### src/rtl/uart_fifo_tx.sv
// uart_fifo_tx: pops bytes from the uart_fifo read port and sends each one LSB first as a UART frame on tx.
// Define UART_TX_PARITY_EN to insert an even-parity bit between the data bits and the stop bit(s).

module uart_fifo_tx #(
    parameter int CLK_FREQ   = 50_000_000,
    parameter int BAUD_RATE  = 115200,
    parameter int DATA_WIDTH = 8,
    parameter int STOP_BITS  = 1,
    parameter int RD_LATENCY = 1
) (
    input  logic                  rclk,
    input  logic                  rrst_n,
    input  logic                  fifo_rempty,
    output logic                  fifo_r_en,
    input  logic [DATA_WIDTH-1:0] fifo_rdata,
    input  logic                  tx_en,
    output logic                  tx,
    output logic                  tx_busy,
    output logic                  tx_done
);

    localparam int CLKS_PER_BIT = CLK_FREQ / BAUD_RATE;
    localparam int BAUD_W       = $clog2(CLKS_PER_BIT);
    localparam int BIT_W        = $clog2(DATA_WIDTH + STOP_BITS) + 1;
    localparam int FETCH_W      = 2;

    localparam logic [BAUD_W-1:0]  BAUD_LAST  = BAUD_W'(CLKS_PER_BIT - 1);
    localparam logic [BAUD_W-1:0]  BAUD_PRE   = BAUD_W'(CLKS_PER_BIT - 2);
    localparam logic [BIT_W-1:0]   DATA_LAST  = BIT_W'(DATA_WIDTH - 1);
    localparam logic [BIT_W-1:0]   STOP_LAST  = BIT_W'(STOP_BITS - 1);
    localparam logic [FETCH_W-1:0] FETCH_LAST = FETCH_W'(RD_LATENCY - 1);

    typedef enum logic [2:0] {
        ST_IDLE,
        ST_FETCH,
        ST_START,
        ST_DATA,
`ifdef UART_TX_PARITY_EN
        ST_PARITY,
`endif
        ST_STOP
    } state_e;

    state_e                  state_q, state_d;
    logic [BAUD_W-1:0]       baud_q, baud_d;
    logic [BIT_W-1:0]        bit_q, bit_d;
    logic [FETCH_W-1:0]      fetch_q, fetch_d;
    logic [DATA_WIDTH-1:0]   shift_q, shift_d;
    logic                    tx_q, tx_d;
    logic                    tx_busy_q, tx_busy_d;
    logic                    tx_done_q, tx_done_d;
`ifdef UART_TX_PARITY_EN
    logic                    parity_q, parity_d;
`endif

    logic pop;
    logic baud_last;

    // The pop strobe is decoded in the IDLE cycle itself so the FIFO sees it at the same edge
    // that moves us to FETCH; gating with rrst_n keeps it quiet while reset is held.
    always_comb begin
        pop       = rrst_n && (state_q == ST_IDLE) && tx_en && !fifo_rempty;
        baud_last = (baud_q == BAUD_LAST);
    end

    always_comb begin
        // NOTE: every _d takes its hold value first so no branch can leave one unassigned (no latch).
        state_d   = state_q;
        baud_d    = baud_q;
        bit_d     = bit_q;
        fetch_d   = fetch_q;
        shift_d   = shift_q;
        tx_d      = tx_q;
        tx_done_d = 1'b0;
`ifdef UART_TX_PARITY_EN
        parity_d  = parity_q;
`endif

        case (state_q)
            ST_IDLE: begin
                tx_d = 1'b1;
                if (pop) begin
                    state_d = ST_FETCH;
                    fetch_d = '0;
                end
            end

            ST_FETCH: begin
                if (fetch_q == FETCH_LAST) begin
                    shift_d = fifo_rdata;
`ifdef UART_TX_PARITY_EN
                    parity_d = ^fifo_rdata;
`endif
                    state_d = ST_START;
                    baud_d  = '0;
                    tx_d    = 1'b0;
                end else begin
                    fetch_d = fetch_q + FETCH_W'(1);
                end
            end

            ST_START: begin
                if (baud_last) begin
                    state_d = ST_DATA;
                    baud_d  = '0;
                    bit_d   = '0;
                    tx_d    = shift_q[0];
                end else begin
                    baud_d = baud_q + BAUD_W'(1);
                end
            end

            ST_DATA: begin
                if (baud_last) begin
                    baud_d = '0;
                    if (bit_q == DATA_LAST) begin
`ifdef UART_TX_PARITY_EN
                        state_d = ST_PARITY;
                        tx_d    = parity_q;
`else
                        state_d = ST_STOP;
                        bit_d   = '0;
                        tx_d    = 1'b1;
`endif
                    end else begin
                        bit_d   = bit_q + BIT_W'(1);
                        shift_d = shift_q >> 1;
                        tx_d    = shift_q[1];
                    end
                end else begin
                    baud_d = baud_q + BAUD_W'(1);
                end
            end

`ifdef UART_TX_PARITY_EN
            ST_PARITY: begin
                if (baud_last) begin
                    state_d = ST_STOP;
                    baud_d  = '0;
                    bit_d   = '0;
                    tx_d    = 1'b1;
                end else begin
                    baud_d = baud_q + BAUD_W'(1);
                end
            end
`endif

            ST_STOP: begin
                // Raised one cycle early so the registered pulse lands on the final stop cycle.
                tx_done_d = (bit_q == STOP_LAST) && (baud_q == BAUD_PRE);
                if (baud_last) begin
                    baud_d = '0;
                    if (bit_q == STOP_LAST) begin
                        state_d = ST_IDLE;
                    end else begin
                        bit_d = bit_q + BIT_W'(1);
                    end
                end else begin
                    baud_d = baud_q + BAUD_W'(1);
                end
            end

            default: begin
                state_d = ST_IDLE;
                tx_d    = 1'b1;
            end
        endcase

        tx_busy_d = (state_d != ST_IDLE);
    end

    always_ff @(posedge rclk) begin
        if (!rrst_n) begin
            // NOTE: datapath registers are reset with the control state so nothing downstream sees X.
            state_q   <= ST_IDLE;
            baud_q    <= '0;
            bit_q     <= '0;
            fetch_q   <= '0;
            shift_q   <= '0;
            tx_q      <= 1'b1;
            tx_busy_q <= 1'b0;
            tx_done_q <= 1'b0;
`ifdef UART_TX_PARITY_EN
            parity_q  <= 1'b0;
`endif
        end else begin
            // NOTE: non-blocking assignments so every flop samples the pre-edge values.
            state_q   <= state_d;
            baud_q    <= baud_d;
            bit_q     <= bit_d;
            fetch_q   <= fetch_d;
            shift_q   <= shift_d;
            tx_q      <= tx_d;
            tx_busy_q <= tx_busy_d;
            tx_done_q <= tx_done_d;
`ifdef UART_TX_PARITY_EN
            parity_q  <= parity_d;
`endif
        end
    end

    assign fifo_r_en = pop;
    assign tx        = tx_q;
    assign tx_busy   = tx_busy_q;
    assign tx_done   = tx_done_q;

endmodule

### config.mk
export PLATFORM = sky130hd
export DESIGN_NAME = uart_fifo_tx
export DESIGN_NICKNAME = d
export VERILOG_FILES = /design/src/rtl/uart_fifo_tx.sv
export SDC_FILE = /design/constraint.sdc
export NUM_CORES = 1
export LEC_CHECK = 0
export BUFFER_PORTS_ARGS = -buffer_cell sky130_fd_sc_hd__buf_2
export CORE_ASPECT_RATIO = 0.9
export CORE_UTILIZATION = 55
export CTS_BUF_LIST = sky130_fd_sc_hd__clkbuf_2
export DETAILED_ROUTE_END_ITERATION = 7
export MAX_ROUTING_LAYER = met4
export PLACE_DENSITY = 0.9
export SLEW_MARGIN = 20
export SYNTH_ARGS = -nofsm -noshare
export SYNTH_HDL_FRONTEND = slang
export SYNTH_SLANG_ARGS = --single-unit
export TNS_END_PERCENT = 1
### constraint.sdc
create_clock -name rclk -period 1.94 [get_ports rclk]
set_clock_uncertainty 0.15 [all_clocks]
set_input_delay 0.388 -clock rclk [delete_from_list [all_inputs] [get_ports rclk]]
set_output_delay 0.388 -clock rclk [all_outputs]
set_load 0.02 [all_outputs]
* Word level (Yosys, flattened, before mapping)
Index checks and enable logic that the tools add are counted.
Storage, ports and cells: bits of input ports 12, output and inout bits 4, bits in registers 30, word-level logic and storage cells 76
Operators by class: add/sub/neg operators 3, mux-type cells 29, bitwise operators 1, equality and inequality tests 15, reductions and logical operators 20
Operators by type and width (number):
- $mux 5 | 5
- $mux 8 | 3
- $mux 3 | 7
- $eq 9x9->1 const B | 2
- $mux 9 | 2
- $pmux 9 s2 | 1
- $ne 2x2->1 const B | 8
- $pmux 8 s2 | 1
- $pmux 3 s5 | 1
- $pmux 5 s3 | 1
- $add 9x1->9 const B | 1
- $reduce_and 4->1 | 2
- $eq 3x2->1 const B | 2
- $reduce_bool 2->1 | 3
- $reduce_bool 3->1 | 2
- $add 5x1->5 const B | 1
- $eq 5x3->1 const B | 1
- $logic_not 5->1 | 1
- $reduce_and 5->1 | 1
- $logic_and 1x1->1 | 4
- $mux 1 | 4
- $mux 2 | 2
- $pmux 1 s4 | 1
- $pmux 2 s2 | 1
- 10 further kinds | 11

* Logic depth before layout (Yosys ltp)
Gate-level depths: netlist (run 1).
depth after elaboration 7, depth in mapped cells 7, depth with buffers taken out 6

* Worst setup path before layout (run 1)
Ideal clock, no wire load.
path type register to register, from register baud_q[0], to register shift_q[4], path slack 0.055 ns, clock period less this slack 1.885 ns, library setup time 0.088 ns, arrival 1.647 ns, data required time 1.702 ns, buffers on the path 1, cell stages (with the launch flop) 7, cell sequence dfxtp_1 > ha_1 > or4b_4 > o21ai_4 > buf_6 > a21oi_1 > a311oi_2
Between the ends: longest elaborated chain between the ends 3
RTL lines:
- start: declaration | line 45 | logic [BAUD_W-1:0] baud_q, baud_d;
- start signal: assignment | line 189 | baud_q <= baud_d;
- $eq 9x9->1 | line 63 | baud_last = (baud_q == BAUD_LAST);
- $ne 2x2->1 (no line)
- $reduce_and 4->1 (no line)
- end signal: assignment | line 192 | shift_q <= shift_d;
- end: declaration | line 48 | logic [DATA_WIDTH-1:0] shift_q, shift_d;
No other way between the ends. A chain may end at the register's enable or synchronous reset.

* Final worst setup path (run 1)
from register baud_q[1], to register shift_q[7]
Same word-level chain as after synthesis.

==> results.rst, run 1 <==
.. list-table::
   :header-rows: 1

   * - Metric
     - Value
   * - Outcome
     - complete, but fails checks
   * - Violations in the final reports
     - setup timing
   * - Met1 Wirelength
     - 2.01 mm
   * - Via Count
     - 1713
   * - Total inserted antenna cells
     - 0
   * - Cell chosen for the clock root
     - clkbuf_2
   * - Initial Util
     - 0.576
   * - Share of the synthesized netlist area taken by xor and xnor gates
     - 0.00495
   * - Net count of the mapped netlist
     - 211
   * - Mean cell area of the mapped netlist
     - 9.16 um2
   * - Max-cap violation count
     - 0
   * - Count of unique library cells instantiated by Yosys
     - 57
   * - Class of the worst hold path
     - input port to register
   * - Sequential share of power
     - 0.590
   * - Sink count of the clock tree
     - 30
   * - Number of nets at the end of the flow
     - 254
   * - CTS tree
     - done
   * - Sw Ratio
     - 0.270
   * - Residual overflow from global routing
     - 0
   * - Final weighted congestion in routability-driven placement
     - 0.856
   * - Core box area
     - between 3000 and 4000 um2
   * - Share of flip-flops with an asynchronous set or reset
     - 0
   * - Routed wire length per instance
     - between 15 and 20 um
   * - Synthesis-stage register bit count
     - 30
   * - Part of the total power dissipated in the clock network
     - 0.278
   * - Share of the synthesized area in the top cell type
     - 0.340
   * - Cell Area, Synth
     - 1770 um2
   * - Clock tree buffer depth
     - 2
   * - Placement row count
     - 19
   * - TritonRoute pass-1 iters
     - 4
   * - Top-level port count
     - 16
   * - Leading post-synthesis cells by instance count
     - dfxtp_1 (30), a21oi_1 (24), o21ai_0 (11)
   * - Final Hold Fails
     - 0
   * - Wire length of the first global-routing pass
     - approximately 6.9 mm
   * - Data required time of the critical path
     - 2.05 ns
   * - Pins Over Slew Limit
     - 0
   * - Deepest level of the CTS H-tree
     - 2
   * - Fraction of synthesized area in multiplexers
     - 0.0453
   * - Final setup violation count
     - 3
   * - Cell count after synthesis
     - 193
   * - Die extent in x
     - 61.8 um
   * - Pin count of the biggest net entering global routing
     - 17
   * - Clock Latency Late Sink
     - ~0.37 ns
   * - Period Utilization, post-route
     - 1.01
   * - Die Area
     - between 3000 and 4000 um2
   * - Cell type with the highest aggregate area in the netlist
     - dfxtp_1
   * - Peak fanout along the critical path
     - 7
   * - Share of final-layout standard cells stronger than drive strength 1
     - 0.390
   * - Simple-gate share of the synthesized area
     - 0.237
   * - Final core utilization
     - 0.718
   * - Area added between synthesis and finish
     - 24.5%
   * - Slew Limit Headroom
     - 0.599
   * - Path type of the worst setup path
     - register to register
   * - Via count of the first global-routing pass
     - ~1.6k
   * - Static power due to leakage
     - 0.872 nW
   * - Primary flip-flop cell chosen by synthesis mapping
     - dfxtp_1
   * - Register-to-register setup slack
     - -0.02 ns
   * - Largest cells by area after synthesis
     - dfxtp_1 (34%), a21oi_1 (6.8%), mux2i_1 (4.5%)
   * - DR WL met2
     - 2.28 mm
   * - Average vias per placed instance
     - between 6 and 7
   * - Antenna violations before repair
     - 0
   * - Hold_ws
     - 0.123 ns
   * - DRC
     - 0
   * - Vert. Die Dim
     - ~56 um
   * - Clock-pin slew on the worst setup and hold paths
     - 0.16 ns
   * - Synthesis Warnings
     - 0
   * - Post-Route Setup TNS
     - -0.0259 ns
   * - Combinational fraction of design power
     - 0.132
   * - Startpoint class of the critical path
     - register
   * - First DRT Iteration DRCs
     - 112
   * - Number of flops mapped to enable cells by yosys
     - 0
   * - Period minus WS final
     - 1.96 ns
   * - Power density normalized to cell area
     - around 490 nW/um2
   * - Maximum vdd ir drop
     - 0.000390 V
   * - Arrival @ worst endpoint
     - 2.07 ns
   * - Compound-cell area share of the yosys netlist
     - 0.272
   * - Metal3 WL
     - 281 um
   * - IO buf count
     - 15
   * - Peak Freq
     - 0.510 GHz
   * - TritonCTS Buffers
     - 5
   * - Switching power total
     - 0.292 mW
   * - Antenna Nets Post-Route
     - 0
   * - All-Layer GR Usage
     - 0.274
   * - Library cell with the highest instance count after synthesis
     - dfxtp_1
   * - HPWL after DPL
     - 2.98 mm
   * - Sequential-to-total area share from yosys stat
     - 0.340
   * - DR top layer
     - met4
   * - RSZ-0062 raised after global routing
     - true
   * - Internal power of the cells
     - slightly below 0.8 mW
   * - Type of element capturing the critical path
     - register
   * - Main combinational cell family by area after synthesis
     - compound AO/OA/AOI/OAI gates
   * - Crit path setup slack, layout
     - -0.0214 ns
   * - Pin slew with the least headroom to its limit
     - 0.600 ns
   * - Adder-cell area share of the yosys netlist
     - 0.0425
   * - Total length of routed wires
     - 4.64 mm
## flip-flops by register name (all words and copies together), names as in the netlist
signal and cells:
fetch_q 2, state_q 3, tx_done 1, bit_q 5, baud_q 9, tx_busy 1
tx 1, shift_q 8
## metrics by stage
step	area [um2]	power [mW]	std cells	setup WS (ns)
floorplan	1770	0.732	193	0.0549
global placement	1970	0.766	260	0.0379
detailed placement	1970	0.772	260	-0.120
CTS	2030	1.06	268	-0.0488
global route	2200	1.13	278	-0.0518
finish	2200	1.08	278	-0.0214
## cells by family (layout without fill, tap and decap cells)
group | after synthesis | count (layout)
buffers and inverters | 18 | 61
multiplexers | 8 | 8
flip-flops | 30 | 30
AO/OA/AOI/OAI | 65 | 65
XOR/XNOR | 1 | 1
AND/OR/NAND/NOR | 65 | 65
adder cells (fa/ha/maj) | 6 | 6
## power by group through the flow
stage	sequential [mW]	clock (mW)	combinational, mW
floorplan	0.651	0	0.0808
global placement	0.650	0	0.116
detailed placement	0.651	0	0.121
CTS	0.638	0.300	0.121
global route	0.639	0.337	0.152
finish	0.637	0.300	0.143
## worst max-delay path, stage by stage, from the launching register on
cell     delay [ns]
dfxtp_2        0.36
inv_2          0.08
ha_4           0.13
or4b_4         0.49
o21ai_4        0.21
buf_12         0.15
buf_4          0.11
a21bo_2        0.12
a21oi_1        0.06
## worst paths after layout
path,to,from,cells past startpoint
hold / removal,shift_q[7]$_SDFFE_PN0P_,fifo_rdata[7],3
hold reg to reg,fetch_q[1]$_SDFFE_PN0P_,fetch_q[1]$_SDFFE_PN0P_,2
setup reg to reg,shift_q[7]$_SDFFE_PN0P_,baud_q[1]$_SDFFE_PN0P_,8
setup / recovery,shift_q[7]$_SDFFE_PN0P_,baud_q[1]$_SDFFE_PN0P_,8
## per-layer routing
layer,GRT usage,up-vias
met5,-,-
met4,0.0952,0
met3,0.0698,10
met2,0.396,66
met1,0.370,821
li1,-,816
## placed cells by master (no fill, tap or decap), types with 3 or more instances in the layout
cell type  count
clkbuf_2       7
a21oi_1       19
or4b_4         3
buf_2         14
inv_1          8
dfxtp_1       23
a311oi_1       4
ha_1           5
mux2i_1        8
nand4_1        3
nor2b_1        3
nor2_1         8
nand2b_1       4
a21oi_2        5
o31ai_1        3
nand3_1        7
a311oi_2       4
nand2_1       10
buf_4         29
o21ai_0       11
or3_1          4
dfxtp_2        5
## repair_timing
item                       4_1_cts  5_1_grt
hold buffers                     0        0
pin swaps                        5        8
buffers inserted                 1        9
resized for setup                3       23
setup endpoints to repair       15       25
gates cloned                     0        1
## cell type report
class,instances,area (um2)
Multi-Input combinational cell,145,1130
Fill cell,205,866
Tap cell,42,52.6
Sequential cell,30,614
Timing Repair Buffer,45,333
Inverter,9,33.8
Clock buffer,7,35.0
Note: power is estimated with default switching activity, not from simulation.
==> inputs of run 2 (changes only) <==
Settings changed: CORE_UTILIZATION 55 to 65, PLACE_DENSITY 0.9 to 0.95.
Clock period 1.94 ns to 2.4 ns, I/O delays scaled along.
==> run 2 against run 1 <==
The flow now finishes without violations. Die area is 15% lower. Maximum frequency is 13% lower. Total power is 22% lower. Sequential power is 19% lower. Register-to-register slack better by 0.16 ns. Routed wire length is 12% lower. Cell count is 16% lower. Clock power is 22% lower. Count of clock-buffer cells in the layout is 2 lower. Core utilization is 1.9 points higher. Via count is 7.2% lower. Sequential share of layout area is 4.6 points higher. Critical path type unchanged. Critical endpoint is now bit_q[2]$_SDFFE_PN0P_.
==> results.rst, run 2 (same netlist as run 1, synthesis figures left out) <==
.. list-table::
   :header-rows: 1

   * - Metric
     - Value
   * - TritonCTS Buffers
     - 5
   * - Arrival @ worst endpoint
     - 2.35 ns
   * - Power density normalized to cell area
     - 453 nW/um2
   * - Via count of the first global-routing pass
     - 1499
   * - Placement row count
     - 17
   * - Die Area
     - 2930 um2
   * - Critical path's largest stage delay
     - around 0.53 ns
   * - Final weighted congestion in routability-driven placement
     - 0.890
   * - Series of cell instances along the critical path
     - ha_1 > nor4b_2 > nand2_1 > o311ai_0 > o31ai_1
   * - All-Layer GR Usage
     - 0.311
   * - HPWL after DPL
     - 2.98 mm
   * - Switching power total
     - 0.235 mW
   * - Number of setup buffers added after CTS
     - 0
   * - Combinational fraction of design power
     - 0.104
   * - Type of element capturing the critical path
     - register
   * - Pin count of the biggest net entering global routing
     - 18
   * - Total inserted antenna cells
     - 0
   * - Pin slew with the least headroom to its limit
     - 0.621 ns
   * - Share of final-layout standard cells stronger than drive strength 1
     - 0.209
   * - DRC
     - 0
   * - Maximum vdd ir drop
     - 0.000258 V
   * - Antenna violations before repair
     - 0
   * - Cell chosen for the clock root
     - clkbuf_2
   * - Final Hold Fails
     - 0
   * - Master of the slowest instance on the critical path
     - o311ai_0
   * - Final setup violation count
     - 0
   * - Initial Util
     - 0.704
   * - Max-cap violation count
     - 0
   * - Final core utilization
     - 0.737
   * - Area added between synthesis and finish
     - 4.60%
   * - Wire length of the first global-routing pass
     - 6.62 mm
   * - Post-Place Cells
     - 228
   * - Biggest register
     - baud_q
   * - Sw Ratio
     - 0.281
   * - Data required time of the critical path
     - 2.49 ns
   * - Vert. Die Dim
     - 51.5 um
   * - Worst hold path depth
     - 2
   * - Final Non-Filler Cells
     - around 230
   * - Sequential share of power
     - 0.618
   * - Number of nets at the end of the flow
     - 225
   * - TritonRoute pass-1 iters
     - 5
   * - Antenna Nets Post-Route
     - 0
   * - IO buf count
     - 15
   * - Residual overflow from global routing
     - 0
   * - Clock Latency Late Sink
     - 0.39 ns
   * - Die extent in x
     - 57.0 um
   * - Slew Limit Headroom
     - 0.585
   * - CTS Hold Buffers Added
     - 0
   * - Top-level port count
     - 16
   * - Routed wire length per instance
     - 17.5 um
   * - Internal power of the cells
     - 0.603 mW
   * - Core box area
     - 2510 um2
   * - Pins Over Slew Limit
     - 0
   * - Part of the total power dissipated in the clock network
     - 0.277
   * - Clock-pin slew on the worst setup and hold paths
     - 0.14 ns
   * - Deepest level of the CTS H-tree
     - 2
   * - Startpoint class of the critical path
     - register
   * - Max reg flops
     - 9
   * - CTS tree
     - done
   * - Via Count
     - around 1.6k
   * - Period Utilization, post-route
     - 0.942
   * - First DRT Iteration DRCs
     - roughly 130
   * - Class of the worst hold path
     - input port to register
   * - Worst reg-to-reg path cell count
     - 5
   * - Peak Freq
     - about 0.44 GHz
   * - Cts repair resizes
     - 0
   * - Average vias per placed instance
     - approximately 6.8
   * - Post-Route Setup TNS
     - 0 ns
   * - Most common cell after layout, fill and taps aside
     - dfxtp_1
   * - Period minus WS final
     - 2.26 ns
   * - Registers with the highest flip-flop counts
     - baud_q: 9 flops, shift_q: 8 flops, bit_q: 5 flops
   * - Clock tree buffer depth
     - 2
   * - RSZ-0062 raised after global routing
     - false
   * - Peak fanout along the critical path
     - 8
   * - Outcome
     - finished, final reports clean
   * - Static power due to leakage
     - between 0.6 and 0.7 nW
   * - Total length of routed wires
     - 4.09 mm
   * - Path type of the worst setup path
     - register to register
   * - Most frequent cells in the layout
     - dfxtp_1 (30), a21oi_1 (24), buf_2 (15), o21ai_0 (11), nand2_1 (10)
   * - Sink count of the clock tree
     - 30
[run 2: cell types whose count changed in the layout (fill, tap and decap cells not counted), sizes merged]
| cell | delta |
|---|---|
| buf | -28 |
| clkinv | +1 |
| clkbuf | -3 |
[run 2: power by group through the flow]
stage          logic, mW  clock network [mW]  registers (mW)
2_1_floorplan     0.0653                   0           0.526
3_3_place_gp      0.0801                   0           0.527
3_5_place_dp      0.0866                   0           0.528
4_1_cts           0.0868               0.232           0.518
5_1_grt           0.0947               0.250           0.520
6_report          0.0874               0.233           0.518
[run 2: area by class of cell]
class | instances | area, um2
Clock buffer | 5 | 25.0
Clock inverter | 1 | 3.75
Inverter | 9 | 33.8
Timing Repair Buffer | 16 | 82.6
Multi-Input combinational cell | 145 | 1070
Sequential cell | 30 | 601
Tap cell | 28 | 35.0
Fill cell | 191 | 661
[run 2: worst max-delay path: cells and delay by family, from the launching register on]
kind	cells	cell delay, ns
fa+ha+maj	1	0.21
flops	1	0.46
simple gates	2	0.59
compound gates	2	0.70
[run 2: path summary, 6_finish.rpt]
| path | startpoint | end | slack (ns) |
|---|---|---|---|
| min reg2reg | fetch_q[1]$_SDFFE_PN0P_ | fetch_q[1]$_SDFFE_PN0P_ | 0.32 |
| max reg2reg | baud_q[0]$_SDFFE_PN0P_ | bit_q[2]$_SDFFE_PN0P_ | 0.14 |
| max | baud_q[0]$_SDFFE_PN0P_ | bit_q[2]$_SDFFE_PN0P_ | 0.14 |
| min | rrst_n | tx$_SDFFE_PN1P_ | 0.22 |
[run 2: routing by layer]
layer,track usage,part of all wire,vias to the layer above
met5,-,0,-
met4,0.167,0.024,0
met3,0.0759,0.059,17
met2,0.547,0.51,64
met1,0.323,0.40,751
li1,-,-,757
[run 2: per-stage QoR]
stage | total power [mW] | area [um2] | hold slack [ns] | worst slack (ns)
after floorplan | 0.592 | 1770 | 0.282 | 0.454
after global placement | 0.607 | 1820 | 0.289 | 0.371
after CTS | 0.836 | 1840 | 0.210 | 0.134
after detailed placement | 0.615 | 1820 | 0.303 | 0.171
after global routing | 0.864 | 1850 | 0.218 | 0.0113
final | 0.838 | 1850 | 0.221 | 0.140
==> inputs of run 3 (changes only) <==
Settings changed: CORE_UTILIZATION 65 to 55, PLACE_DENSITY 0.95 to 0.9.
Clock period 2.4 ns to 2.05 ns, I/O delays scaled along.
==> run 3 against run 2 <==
Hold slack worse by 0.081 ns. Core utilization decreased by 7.6 points. Maximum frequency grew 13%. Count of clock-buffer cells in the layout rose by 2. Total power rose by 19%. Non-clock buffer count rose by 17. Via count is the same. Critical path depth grew 2. Cell count up 14%. Flip-flop and latch count unchanged. Setup slack got worse by 0.094 ns. Global-route usage is 5.8 points lower. Critical path type unchanged. Critical endpoint is now bit_q[0]$_SDFFE_PN0P_. Largest cell class unchanged. Largest power group unchanged.
==> results.rst, run 3 (same netlist as run 1, synthesis figures left out) <==
.. list-table::
   :header-rows: 1

   * - Metric
     - Value
   * - Total stage count of the critical path
     - 7
   * - Register-to-register setup slack
     - 0.05 ns
   * - Pin count of the biggest net entering global routing
     - 18
   * - Via count of the first global-routing pass
     - 1414
   * - Area added between synthesis and finish
     - 14.6%
   * - Worst flop-to-flop path endpoint
     - bit_q[0]$_SDFFE_PN0P_
   * - Sink count of the clock tree
     - 30
   * - Power density normalized to cell area
     - 492 nW/um2
   * - WHS Endpoint
     - shift_q[7]$_SDFFE_PN0P_
   * - Peak fanout along the critical path
     - 5
   * - Number of fill cells in the layout
     - 217
   * - Final setup violation count
     - 0
   * - Clock tree buffer depth
     - 2
   * - Critical register-to-register path startpoint
     - bit_q[1]$_SDFFE_PN0P_
   * - Peak Freq
     - between 0.4 and 0.5 GHz
   * - TritonCTS Buffers
     - 5
   * - Clock Latency Late Sink
     - about 0.37 ns
   * - CTS tree
     - done
   * - Core box area
     - 3070 um2
   * - Registers with the highest flip-flop counts
     - baud_q: 9 flops, shift_q: 8 flops, bit_q: 5 flops
   * - Post-Layout Inst Area
     - between 2000 and 2500 um2
   * - Period minus WS final
     - 2.00 ns
   * - RSZ-0062 raised after global routing
     - true
   * - Most frequent cells in the layout
     - dfxtp_1 (25), a21oi_1 (24), buf_2 (15), buf_4 (15), o21ai_0 (11)
   * - Slew Limit Headroom
     - 0.610
   * - Pin slew with the least headroom to its limit
     - 0.585 ns
   * - Cell area after placement
     - about 1900 um2
   * - Cell chosen for the clock root
     - clkbuf_2
   * - Data required time of the critical path
     - 2.20 ns
   * - Wire length of the first global-routing pass
     - a little over 6 mm
   * - Maximum vdd ir drop
     - 0.000417 V
   * - Total length of routed wires
     - 3.88 mm
   * - Share of final-layout standard cells stronger than drive strength 1
     - 0.304
   * - Top-level port count
     - 16
   * - First DRT Iteration DRCs
     - 66
   * - Startpoint class of the critical path
     - register
   * - Path type of the worst setup path
     - register to register
   * - Routed wire length per instance
     - 14.6 um
   * - All-Layer GR Usage
     - 0.253
   * - TritonRoute pass-1 iters
     - 4
   * - Via Count
     - 1589
   * - Most common cell after layout, fill and taps aside
     - dfxtp_1
   * - Placement row count
     - 19
   * - Max reg flops
     - 9
   * - Final weighted congestion in routability-driven placement
     - around 0.9
   * - Critical path's largest stage delay
     - 0.48 ns
   * - WP buf/inv
     - 2
   * - Total inserted antenna cells
     - 0
   * - Master of the slowest instance on the critical path
     - or4b_1
   * - Series of cell instances along the critical path
     - inv_1 > ha_1 > or4b_1 > a21oi_2 > buf_4 > or4b_1 > a21oi_1
   * - Biggest register
     - baud_q
   * - Worst reg-to-reg path cell count
     - 7
   * - Vert. Die Dim
     - 55.8 um
   * - Hold_sp
     - fifo_rdata[7]
   * - Final Hold Fails
     - 0
   * - Antenna Nets Post-Route
     - 0
   * - Worst path top cell family by delay
     - simple AND/OR/NAND/NOR gates
   * - HPWL after DPL
     - 2.59 mm
   * - Initial Util
     - 0.576
   * - Clock-pin slew on the worst setup and hold paths
     - 0.14 ns
   * - Type of element capturing the critical path
     - register
   * - Pins Over Slew Limit
     - 0
   * - Arrival @ worst endpoint
     - roughly 2.2 ns
   * - Antenna violations before repair
     - 0
   * - Residual overflow from global routing
     - 0
   * - Multi-input combinational cell area
     - 1080 um2
   * - DRC
     - 0
   * - Outcome
     - finished, final reports clean
   * - Number of nets at the end of the flow
     - approximately 240
   * - Class of the worst hold path
     - input port to register
   * - Deepest level of the CTS H-tree
     - 2
   * - Storage cell area
     - around 610 um2
   * - Overall power after layout
     - 0.997 mW
   * - Post-Route Setup TNS
     - 0 ns
   * - Static power due to leakage
     - 0.788 nW
   * - Max-cap violation count
     - 0
   * - Die extent in x
     - 61.8 um
   * - Average vias per placed instance
     - 5.97
   * - Period Utilization, post-route
     - 0.978
   * - IO buf count
     - 15
   * - Die Area
     - 3450 um2
   * - Worst hold path depth
     - 3
   * - Most common cell on crit path
     - or4b_1
-- run 3: changes by cell type in the layout (fill, tap and decap cells not counted), sizes merged --
cell / change
buf: +17
clkinv: -1
clkbuf: +2
-- run 3: area by class of cell --
cell class	instances	area share
Sequential cell	30	0.300
Multi-Input combinational cell	145	0.531
Clock buffer	7	0.0173
Inverter	9	0.0167
Tap cell	42	0.0259
Timing Repair Buffer	33	0.109
-- run 3: power breakdown --
group / total (mW) / internal (mW) / switching (mW)
clock network: 0.283 / 0.0887 / 0.194
logic: 0.109 / 0.0487 / 0.0607
registers: 0.605 / 0.595 / 0.00962
-- run 3: timing repair --
| action | in CTS | in global routing |
|---|---|---|
| hold buffers | 0 | 0 |
| endpoints found under the hold margin | 0 | 0 |
| buffers inserted | 0 | 5 |
| setup endpoints to repair | 0 | 10 |
| gates resized for setup | 0 | 11 |
-- run 3: tightest hold or removal path: cells and delay by family --
kind            cells  cell delay (ns)
compound gates      1             0.05
buf+inv             1             0.10
simple gates        1             0.07
-- run 3: through the flow --
step | hold WS, ns | setup slack (ns) | std cells | utilization
2_1_floorplan | 0.282 | 0.165 | 193 | -
3_3_place_gp | 0.291 | 0.118 | 254 | 0.627
3_5_place_dp | 0.294 | 0.0677 | 254 | 0.627
4_1_cts | 0.138 | 0.0178 | 261 | 0.639
5_1_grt | 0.121 | -0.0410 | 266 | 0.661
6_report | 0.140 | 0.0455 | 266 | 0.661
-- run 3: worst max-delay path by stage --
stage / start / end / slack (ns)
5_1_grt: bit_q[1]$_SDFFE_PN0P_ / bit_q[0]$_SDFFE_PN0P_ / -0.04
4_1_cts: state_q[0]$_SDFF_PN0_ / fifo_r_en / 0.02
3_3_place_gp: baud_q[1]$_SDFFE_PN0P_ / shift_q[4]$_SDFFE_PN0P_ / 0.12
6_report: bit_q[1]$_SDFFE_PN0P_ / bit_q[0]$_SDFFE_PN0P_ / 0.05
3_5_place_dp: baud_q[1]$_SDFFE_PN0P_ / shift_q[2]$_SDFFE_PN0P_ / 0.07
2_1_floorplan: baud_q[0]$_SDFFE_PN0P_ / shift_q[4]$_SDFFE_PN0P_ / 0.16
-- run 3: layer usage --
metal | GRT usage | vias to the layer above | wire length [um]
li1 | - | 798 | -
met1 | 0.348 | 734 | 1850
met2 | 0.341 | 45 | 1730
met3 | 0.0907 | 12 | 202
met4 | 0.0857 | 0 | 102
met5 | - | - | 0
